===== config.mk =====
export PLATFORM = sky130hd
export DESIGN_NAME = abm_drain_ctl
export DESIGN_NICKNAME = d
export VERILOG_FILES = /design/src/rtl/abm_pkg.sv /design/src/rtl/abm_drain_fifo.sv /design/src/rtl/abm_drain_ctl.sv
export SDC_FILE = /design/constraint.sdc
export NUM_CORES = 1
export LEC_CHECK = 0
export BUFFER_PORTS_ARGS = -buffer_cell sky130_fd_sc_hd__buf_2
export CORE_MARGIN = 2
export CORE_UTILIZATION = 45
export CTS_BUF_LIST = sky130_fd_sc_hd__clkbuf_16
export CTS_CLUSTER_DIAMETER = 80
export DETAILED_ROUTE_END_ITERATION = 7
export PLACE_DENSITY = 0.72
export REMOVE_ABC_BUFFERS = 1
export SYNTH_ARGS = -nofsm -noshare
export SYNTH_HDL_FRONTEND = slang
export SYNTH_SLANG_ARGS = --single-unit

===== constraint.sdc =====
create_clock -name clk -period 39 [get_ports clk]
set_clock_uncertainty 0.05 [all_clocks]
set_input_delay 7.8 -clock clk [delete_from_list [all_inputs] [get_ports clk]]
set_output_delay 7.8 -clock clk [all_outputs]
set_load 0.02 [all_outputs]

===== src/rtl/abm_pkg.sv =====
// Shared definitions for the ABM drain sequencer: FSM encoding and FIFO sizing.
package abm_pkg;

    typedef enum logic [1:0] {
        StFill   = 2'd0,
        StDrain  = 2'd1,
        StSwitch = 2'd2
    } abm_state_e;

    // Enough slots to absorb every read still in the RAM pipeline plus slack for a full-rate stream.
    function automatic int fifo_depth(input int rd_lat);
        return rd_lat + 2;
    endfunction

endpackage


===== src/rtl/abm_drain_fifo.sv =====
// Small register-based show-ahead FIFO: the head word is visible on rdata_o while not empty.
module abm_drain_fifo #(
    parameter int DW    = 8,
    parameter int DEPTH = 4
) (
    input  logic                         clk,
    input  logic                         resetn,
    input  logic                         push_i,
    input  logic [DW-1:0]                wdata_i,
    input  logic                         pop_i,
    output logic [DW-1:0]                rdata_o,
    output logic                         empty_o,
    output logic [$clog2(DEPTH+1)-1:0]   count_o
);

    localparam int PW = (DEPTH > 1) ? $clog2(DEPTH) : 1;
    localparam int CW = $clog2(DEPTH + 1);

    logic [DW-1:0] mem_q [DEPTH];
    logic [DW-1:0] mem_d [DEPTH];
    logic [PW-1:0] wr_ptr_q, wr_ptr_d;
    logic [PW-1:0] rd_ptr_q, rd_ptr_d;
    logic [CW-1:0] count_q, count_d;
    logic          do_push, do_pop;

    // Depth need not be a power of two, so pointers wrap explicitly.
    function automatic logic [PW-1:0] ptr_inc(input logic [PW-1:0] p);
        return (p == PW'(DEPTH - 1)) ? '0 : p + PW'(1);
    endfunction

    // Pointer, occupancy and storage next-state; a push into a full FIFO is dropped.
    always_comb begin
        do_pop   = pop_i && (count_q != '0);
        do_push  = push_i && ((count_q != CW'(DEPTH)) || do_pop);
        wr_ptr_d = do_push ? ptr_inc(wr_ptr_q) : wr_ptr_q;
        rd_ptr_d = do_pop ? ptr_inc(rd_ptr_q) : rd_ptr_q;
        count_d  = count_q;
        if (do_push && !do_pop) begin
            count_d = count_q + CW'(1);
        end else if (!do_push && do_pop) begin
            count_d = count_q - CW'(1);
        end
        mem_d = mem_q;
        if (do_push) begin
            mem_d[wr_ptr_q] = wdata_i;
        end
    end

    // Control state, cleared by reset.
    always_ff @(posedge clk or negedge resetn) begin
        if (!resetn) begin
            wr_ptr_q <= '0;
            rd_ptr_q <= '0;
            count_q  <= '0;
        end else begin
            wr_ptr_q <= wr_ptr_d;
            rd_ptr_q <= rd_ptr_d;
            count_q  <= count_d;
        end
    end

    // Data storage needs no reset; occupancy gates its visibility.
    always_ff @(posedge clk) begin
        mem_q <= mem_d;
    end

    assign rdata_o = mem_q[rd_ptr_q];
    assign empty_o = (count_q == '0);
    assign count_o = count_q;

endmodule


===== src/rtl/abm_drain_ctl.sv =====
// Frame sequencer: waits for a RAM fill, drains it onto AXI4-Stream, then hands the
// write port to the next source.
module abm_drain_ctl
    import abm_pkg::*;
#(
    parameter int DW     = 512,
    parameter int DD     = 16384,
    parameter int RD_LAT = 2
) (
    input  logic                   clk,
    input  logic                   resetn,
    input  logic                   alternate,
    input  logic                   sel_req,
    output logic                   select_s1,
    input  logic                   last_word_written,
    output logic [$clog2(DD)-1:0]  addrb,
    input  logic [DW-1:0]          dob,
    output logic [DW-1:0]          M_AXIS_TDATA,
    output logic                   M_AXIS_TVALID,
    output logic                   M_AXIS_TLAST,
    input  logic                   M_AXIS_TREADY,
    output logic                   busy,
    output logic [31:0]            frame_count,
    output logic                   overrun
);

    localparam int AW         = $clog2(DD);
    localparam int FIFO_DEPTH = fifo_depth(RD_LAT);
    localparam int CW         = $clog2(FIFO_DEPTH + 1);
    localparam logic [AW-1:0] LAST_IDX = AW'(DD - 1);

    abm_state_e          state_q, state_d;
    logic                sel_q, sel_d;
    logic [AW-1:0]       rd_addr_q, rd_addr_d;
    logic [AW:0]         issued_q, issued_d;
    logic [CW-1:0]       inflight_q, inflight_d;
    logic [RD_LAT-1:0]   vld_q, vld_d;
    logic [AW-1:0]       out_cnt_q, out_cnt_d;
    logic [31:0]         frame_cnt_q, frame_cnt_d;
    logic                overrun_q, overrun_d;

    logic                issue, land, hs, drain_done;
    logic                fifo_empty;
    logic [CW-1:0]       fifo_cnt;

    // Credit check: never have more words in flight plus buffered than the FIFO holds.
    assign issue = (state_q == StDrain) && (int'(issued_q) < DD)
                   && ((int'(fifo_cnt) + int'(inflight_q)) < FIFO_DEPTH);
    assign land       = vld_q[RD_LAT-1];
    assign hs         = !fifo_empty && M_AXIS_TREADY;
    assign drain_done = hs && (out_cnt_q == LAST_IDX);

    abm_drain_fifo #(
        .DW    (DW),
        .DEPTH (FIFO_DEPTH)
    ) u_fifo (
        .clk     (clk),
        .resetn  (resetn),
        .push_i  (land),
        .wdata_i (dob),
        .pop_i   (hs),
        .rdata_o (M_AXIS_TDATA),
        .empty_o (fifo_empty),
        .count_o (fifo_cnt)
    );

    // FSM state register.
    always_ff @(posedge clk or negedge resetn) begin
        if (!resetn) begin
            state_q <= StFill;
        end else begin
            state_q <= state_d;
        end
    end

    // FSM next-state logic.
    always_comb begin
        state_d = state_q;
        unique case (state_q)
            StFill:   if (last_word_written) state_d = StDrain;
            StDrain:  if (drain_done) state_d = StSwitch;
            StSwitch: state_d = StFill;
            default:  state_d = StFill;
        endcase
    end

    // FSM outputs.
    always_comb begin
        busy = (state_q != StFill);
    end

    // Valid tags ride alongside the RAM read pipeline so returning dob words are known-good.
    always_comb begin
        vld_d    = '0;
        vld_d[0] = issue;
        for (int i = 1; i < RD_LAT; i++) begin
            vld_d[i] = vld_q[i-1];
        end
    end

    // Drain counters, source selection and status next-state.
    always_comb begin
        rd_addr_d   = rd_addr_q;
        issued_d    = issued_q;
        inflight_d  = inflight_q;
        out_cnt_d   = out_cnt_q;
        sel_d       = sel_q;
        frame_cnt_d = frame_cnt_q;
        overrun_d   = overrun_q | (last_word_written && (state_q != StFill));

        if (issue) begin
            rd_addr_d = (rd_addr_q == LAST_IDX) ? '0 : rd_addr_q + AW'(1);
            issued_d  = issued_q + (AW+1)'(1);
        end
        if (issue && !land) begin
            inflight_d = inflight_q + CW'(1);
        end else if (!issue && land) begin
            inflight_d = inflight_q - CW'(1);
        end
        if (hs) begin
            out_cnt_d = (out_cnt_q == LAST_IDX) ? '0 : out_cnt_q + AW'(1);
        end

        // Frame boundary: rearm the read side and hand the write port over.
        if (state_q == StSwitch) begin
            sel_d       = alternate ? ~sel_q : sel_req;
            frame_cnt_d = frame_cnt_q + 32'd1;
            issued_d    = '0;
            rd_addr_d   = '0;
            out_cnt_d   = '0;
        end
    end

    // Datapath registers; reset aborts any frame in progress.
    always_ff @(posedge clk or negedge resetn) begin
        if (!resetn) begin
            rd_addr_q   <= '0;
            issued_q    <= '0;
            inflight_q  <= '0;
            vld_q       <= '0;
            out_cnt_q   <= '0;
            sel_q       <= 1'b0;
            frame_cnt_q <= '0;
            overrun_q   <= 1'b0;
        end else begin
            rd_addr_q   <= rd_addr_d;
            issued_q    <= issued_d;
            inflight_q  <= inflight_d;
            vld_q       <= vld_d;
            out_cnt_q   <= out_cnt_d;
            sel_q       <= sel_d;
            frame_cnt_q <= frame_cnt_d;
            overrun_q   <= overrun_d;
        end
    end

    assign addrb         = rd_addr_q;
    assign select_s1     = sel_q;
    assign M_AXIS_TVALID = !fifo_empty;
    assign M_AXIS_TLAST  = !fifo_empty && (out_cnt_q == LAST_IDX);
    assign frame_count   = frame_cnt_q;
    assign overrun       = overrun_q;

endmodule


==> results.toml, run 1 <==
[status]
outcome = "finished, final reports clean"

[layout]
final_nets = 4872
utilization_pct = 54.0
synthToLayoutAreaGrowth_pct = 18.9
fillers = 12900
multi_input_comb_area_um2 = 13700
drive_gt1_share_pct = 43.1
seq_area_um2 = 63800
fin_area_um2 = 92900

[clock_network]
cts_buffers = 205
cts_sinks = 2139
post_cts_resized = 0
clockBufferDepth = 3
cts-root-buf = "clkbuf_16"
path_clk_slew_ns = 0.06
post-cts-setup-buffer-count = 0
tritoncts = "built"
worst_skew_pair.late_latency_ns = 0.83
ctsHoldBuffers = 0
cts_max_level = 4

[critical_path]
start_kind = "register"
critical_path_required_ns = 31.15
critical_path_peak_fanout = 51
rrSetupSlack_ns = 34.22
end_kind = "primary output"
cp.arrival_ns = 5.17
worstSetupPathType = "reg -> out"

[floorplan]
start_util_pct = 45.4
fp.dieArea_um2 = 177000
io_pins = 1081
chipHeight_um = 421
core_area_um2 = 172000
fp.dieW_um = 421
rows = 152

[logic_synthesis]
synthTopCellsByCount = "edfxtp_1, mux4_2, dfrtp_1, buf_2, clkbuf_1"
synth.ff_latch_count = 2139
synthArstFlopShare_pct = 4.25
netlist_area_um2 = 78100
synth_top_area_cell = "edfxtp_1"
synth_top_area_share_pct = 78.7
ys_top_cells_by_area = "edfxtp_1, mux4_2, dfrtp_1"
yosysSeqAreaShare_pct = 81.6
synthCells = 3132
synth_ff_type = "edfxtp_1"
synth_edf_count = 2048
synth_most_common_cell = "edfxtp_1"
ys_warn_count = 0
avgSynthCellArea_um2 = 24.9
yosys.cell_types.count = 48

[placement]
hpwl_um = 115000
port_buffers = 1080
place_area_um2 = 86300
gp_congestion = 0.820

[sta]
finalHoldViolations = 0
fin_crit_ns = 13.02
hold_slack_ns = 0.303
rsz0062_at_grt = "no"
setup_tns_ns = 0
worst_pin_slew_ns = 1.12
setup-violations-final = 0
period_share_pct = 33.4
fmax_ghz = 0.0768
slew_headroom_pct = 25.3
slew_violations = 0

[detailed_routing]
drtAntennaViolNets = 0
dr_total_vias = 37700
drt_first_pass_iters = 5
drt_iter0_drc = 3381
totalWireLength_um = 180000
wire_per_inst_um = 26.3
drc = 0
vias_per_cell = 5.51

[pwr]
power_density_nw_per_um2 = 76.1
p_leak_nw = 31.5
ir_drop_mv = 0.0575

[grt]
grt_overflow = 0
grt_max_degree = 135
grt_pass1_wl_um = 257000
grt_pass1_vias = 38200
grt_usage_pct = 19.8
grt_antenna_before_repair = 96

[min_path]
hp-class = "reg -> reg"

[run]
maxCapViolations = 0
[where the power goes]
group	internal [mW]	switching, mW	total [mW]
Sequential	2.91	0.101	3.01
Clock	1.04	0.836	1.88
Combinational	0.810	1.37	2.18
[per-layer routing]
layer  track usage [%]  routed length, µm  vias to the layer above  part of all wire [%]
met5                 0                326                        -                  0.18
li1                  -                  -                    15900                     -
met3              6.10              14400                      407                   8.0
met2              32.5              91100                     1545                    50
met4              8.43               7960                       50                   4.4
met1              24.4              66600                    19800                    37
[kinds of logic (layout without fill, tap and decap cells)]
| group | Yosys count | count (layout) | share of synthesized area [%] |
|---|---|---|---|
| muxes | 514 | 514 | 14.8 |
| and+or+nand+nor | 205 | 205 | 1.44 |
| other | 0 | 43 | 0 |
| xor gates and xnor gates | 44 | 44 | 0.493 |
| buffers and inverters | 141 | 1507 | 0.775 |
| adders and majority gates | 15 | 15 | 0.259 |
| AOI/OAI and AO/OA | 74 | 74 | 0.594 |
| DFF | 2139 | 2139 | 81.6 |
[layout make-up]
| class | count | share of cell area, % |
|---|---|---|
| Timing Repair Buffer | 1129 | 6.30 |
| Inverter | 12 | 0.0512 |
| Clock buffer | 208 | 5.61 |
| Antenna cell | 43 | 0.116 |
| Sequential cell | 2139 | 68.7 |
| Multi-Input combinational cell | 852 | 14.8 |
| Tap cell | 2310 | 3.11 |
| Clock inverter | 158 | 1.33 |
[path summary, 6_finish.rpt]
kind,endpoint,start,cells after the start
setup / recovery,M_AXIS_TDATA[128],u_fifo.rd_ptr_q[0],5
hold / removal,vld_q[1],vld_q[0],0
setup reg to reg,u_fifo.mem_q[837],u_fifo.count_o[0],5
max in group asynchronous,frame_count[28],resetn,2
hold reg to reg,vld_q[1],vld_q[0],0
min in group asynchronous,frame_count[10],resetn,1
[placed cells by master (no fill, tap or decap), types with 3 or more instances in the layout]
| cell | instances |
|---|---|
| inv_6 | 7 |
| buf_4 | 44 |
| clkinv_1 | 45 |
| buf_2 | 1079 |
| o21ai_0 | 21 |
| nor2b_1 | 3 |
| bufinv_16 | 11 |
| nand3_1 | 33 |
| clkinv_8 | 4 |
| nor2_1 | 23 |
| edfxtp_1 | 2048 |
| or4_1 | 5 |
| nand4_1 | 32 |
| xor2_1 | 6 |
| clkinv_16 | 6 |
| a21oi_1 | 22 |
| clkinvlp_4 | 8 |
| ha_1 | 13 |
| buf_12 | 6 |
| nand2_1 | 43 |
| a31oi_1 | 9 |
| and3_1 | 11 |
| nor4_1 | 3 |
| o31ai_1 | 7 |
| diode_2 | 43 |
| xnor2_1 | 38 |
| and2_4 | 4 |
| clkinv_2 | 26 |
| or3_1 | 17 |
| and2_1 | 8 |
| and4_1 | 9 |
| mux4_2 | 512 |
| inv_1 | 53 |
| clkbuf_16 | 208 |
| nor3_1 | 6 |
| dfrtp_1 | 89 |
| clkinv_4 | 8 |
[through the flow]
step                      setup WS (ns)  instances  total power [mW]
after global routing              25.40       6839              7.34
final                             25.98       6851              7.07
after CTS                         25.61       6808              7.15
after detailed placement          26.58       6442              5.27
after floorplan                   10.38       3003              5.21
after global placement            26.60       6442              5.25
[state kept, by name, indices dropped and copies added, names as in the netlist]
name,cells
u_fifo.mem_q,2048
frame_count,32
issued_q,15
addrb,14
out_cnt_q,14
inflight_q,3
u_fifo.count_o,3
state_q,2
u_fifo.rd_ptr_q,2
u_fifo.wr_ptr_q,2
vld_q,2
overrun,1
select_s1,1
[worst max-delay path: stages (launching register included)]
cell and delay [ns]:
dfrtp_4 0.79, buf_4 0.78, buf_4 0.84, buf_4 0.94
mux4_2 0.62, buf_2 0.19
Note: power is estimated with default switching activity, not from simulation.
==> run 2: changes to the inputs <==
--- a/config.mk
+++ b/config.mk
@@ -11,7 +11,7 @@
 export CTS_BUF_LIST = sky130_fd_sc_hd__clkbuf_16
 export CTS_CLUSTER_DIAMETER = 80
 export DETAILED_ROUTE_END_ITERATION = 7
-export PLACE_DENSITY = 0.72
+export PLACE_DENSITY = 0.74
 export REMOVE_ABC_BUFFERS = 1
 export SYNTH_ARGS = -nofsm -noshare
 export SYNTH_HDL_FRONTEND = slang
==> constraint.sdc (replaced) <==
create_clock -name clk -period 11.6 [get_ports clk]
set_clock_uncertainty 0.05 [all_clocks]
set_input_delay 2.32 -clock clk [delete_from_list [all_inputs] [get_ports clk]]
set_output_delay 2.32 -clock clk [all_outputs]
set_load 0.02 [all_outputs]
==> results.toml, run 2 (synthesis results as in run 1) <==
[status]
outcome = "finished, final reports clean"

[layout]
largest_reg_flops = 2048
final_nets = 4863
layout_common_cells = "edfxtp_1, buf_2, mux4_2"
final_common_cell = "edfxtp_1"
regMostFlops = "u_fifo.mem_q"
synthToLayoutAreaGrowth_pct = 19.4
fin_area_um2 = 93300
drive_gt1_share_pct = 42.9

[detailed_routing]
drtAntennaViolNets = 0
drc = 0
vias_per_cell = 5.50
wire_per_inst_um = 26.1
drt_first_pass_iters = 7
totalWireLength_um = 179000
drt_iter0_drc = 3368
dr_total_vias = 37800

[critical_path]
worstSetupPathType = "reg -> out"
critPathLaunch = "u_fifo.rd_ptr_q[1]"
critical_path_peak_fanout = 149
r2r-end = "u_fifo.mem_q[434]"
critical_path_required_ns = 9.23
cp.arrival_ns = 4.22
end_kind = "primary output"
rr_startpoint = "u_fifo.count_o[2]"
start_kind = "register"
rrSetupSlack_ns = 7.79
r2r_cells = 5

[sta]
period_share_pct = 56.8
slew_violations = 0
setup_tns_ns = 0
fin_crit_ns = 6.59
fmax_ghz = 0.152
slew_headroom_pct = 15.8
finalHoldViolations = 0
worst_pin_slew_ns = 1.26
setup-violations-final = 0
rsz0062_at_grt = "no"

[clock_network]
clockBufferDepth = 3
cts_sinks = 2139
cts-root-buf = "clkbuf_16"
worst_skew_pair.late_latency_ns = 0.84
tritoncts = "built"
cts_buffers = 210
path_clk_slew_ns = 0.06
post-cts-setup-buffer-count = 0
ctsHoldBuffers = 0
post_cts_resized = 0
cts_max_level = 4

[pwr]
power_density_nw_per_um2 = 258
p_leak_nw = 31.7
ir_drop_mv = 0.243

[min_path]
hp-start = "vld_q[0]"
hold_end = "vld_q[1]"
whs_path_depth = 0
hp-class = "reg -> reg"

[floorplan]
fp.dieW_um = 421
core_area_um2 = 172000
io_pins = 1081
chipHeight_um = 421
fp.dieArea_um2 = 177000
rows = 152
start_util_pct = 45.4

[placement]
gp_congestion = 0.826
hpwl_um = 112000
port_buffers = 1080
place_area_um2 = 86300

[grt]
grt_overflow = 0
grt_antenna_before_repair = 89
grt_max_degree = 155
grt_pass1_vias = 38400
grt_usage_pct = 19.7
grt_pass1_wl_um = 256000

[run]
maxCapViolations = 0
run 2: layout make-up:
class,instances,area (µm²)
Fill cell,12800,78800
Sequential cell,2139,63800
Multi-Input combinational cell,852,13700
Timing Repair Buffer,1115,5880
Clock buffer,210,5260
Tap cell,2310,2890
Clock inverter,180,1560
Antenna cell,49,123
Inverter,12,47.5
run 2: metrics by stage:
stage | setup slack (ns) | utilization [%] | hold WS, ns | power, mW | cells
CTS | 4.88 | 54.1 | 0.302 | 24.3 | 6818
detailed placement | 5.79 | 50.2 | 0.287 | 17.7 | 6428
finish | 5.01 | 54.2 | 0.303 | 24.1 | 6867
global placement | 5.77 | 50.2 | 0.287 | 17.6 | 6428
floorplan | -11.54 | - | 0.281 | 16.5 | 3003
global route | 4.71 | 54.2 | 0.313 | 25.0 | 6854
run 2: worst max path at each step:
stage,to,slack (ns),depth (start not counted)
after global routing,M_AXIS_TDATA[83],4.71,4
after detailed placement,M_AXIS_TDATA[154],5.79,4
after global placement,M_AXIS_TDATA[11],5.77,4
after CTS,M_AXIS_TDATA[154],4.88,4
after floorplan,M_AXIS_TDATA[0],-11.54,1
final,M_AXIS_TDATA[417],5.01,4
run 2: critical path, cell delays in order, from the launching register on:
cell     delay (ns)
dfrtp_4        0.90
buf_12         0.56
buf_12         0.63
mux4_2         0.45
buf_2          0.18
run 2: per-layer routing:
layer | global-route usage [%] | wire, µm
met4 | 10.1 | 8860
met1 | 23.8 | 65100
met3 | 6.56 | 14700
met5 | 0 | 366
met2 | 31.9 | 90300
run 2: report_power, final:
group | switching, mW | internal (mW) | total [mW] | leakage [nW]
Clock | 2.88 | 3.72 | 6.61 | 3.49
Sequential | 0.358 | 9.79 | 10.1 | 19.8
Combinational | 4.57 | 2.74 | 7.32 | 8.38
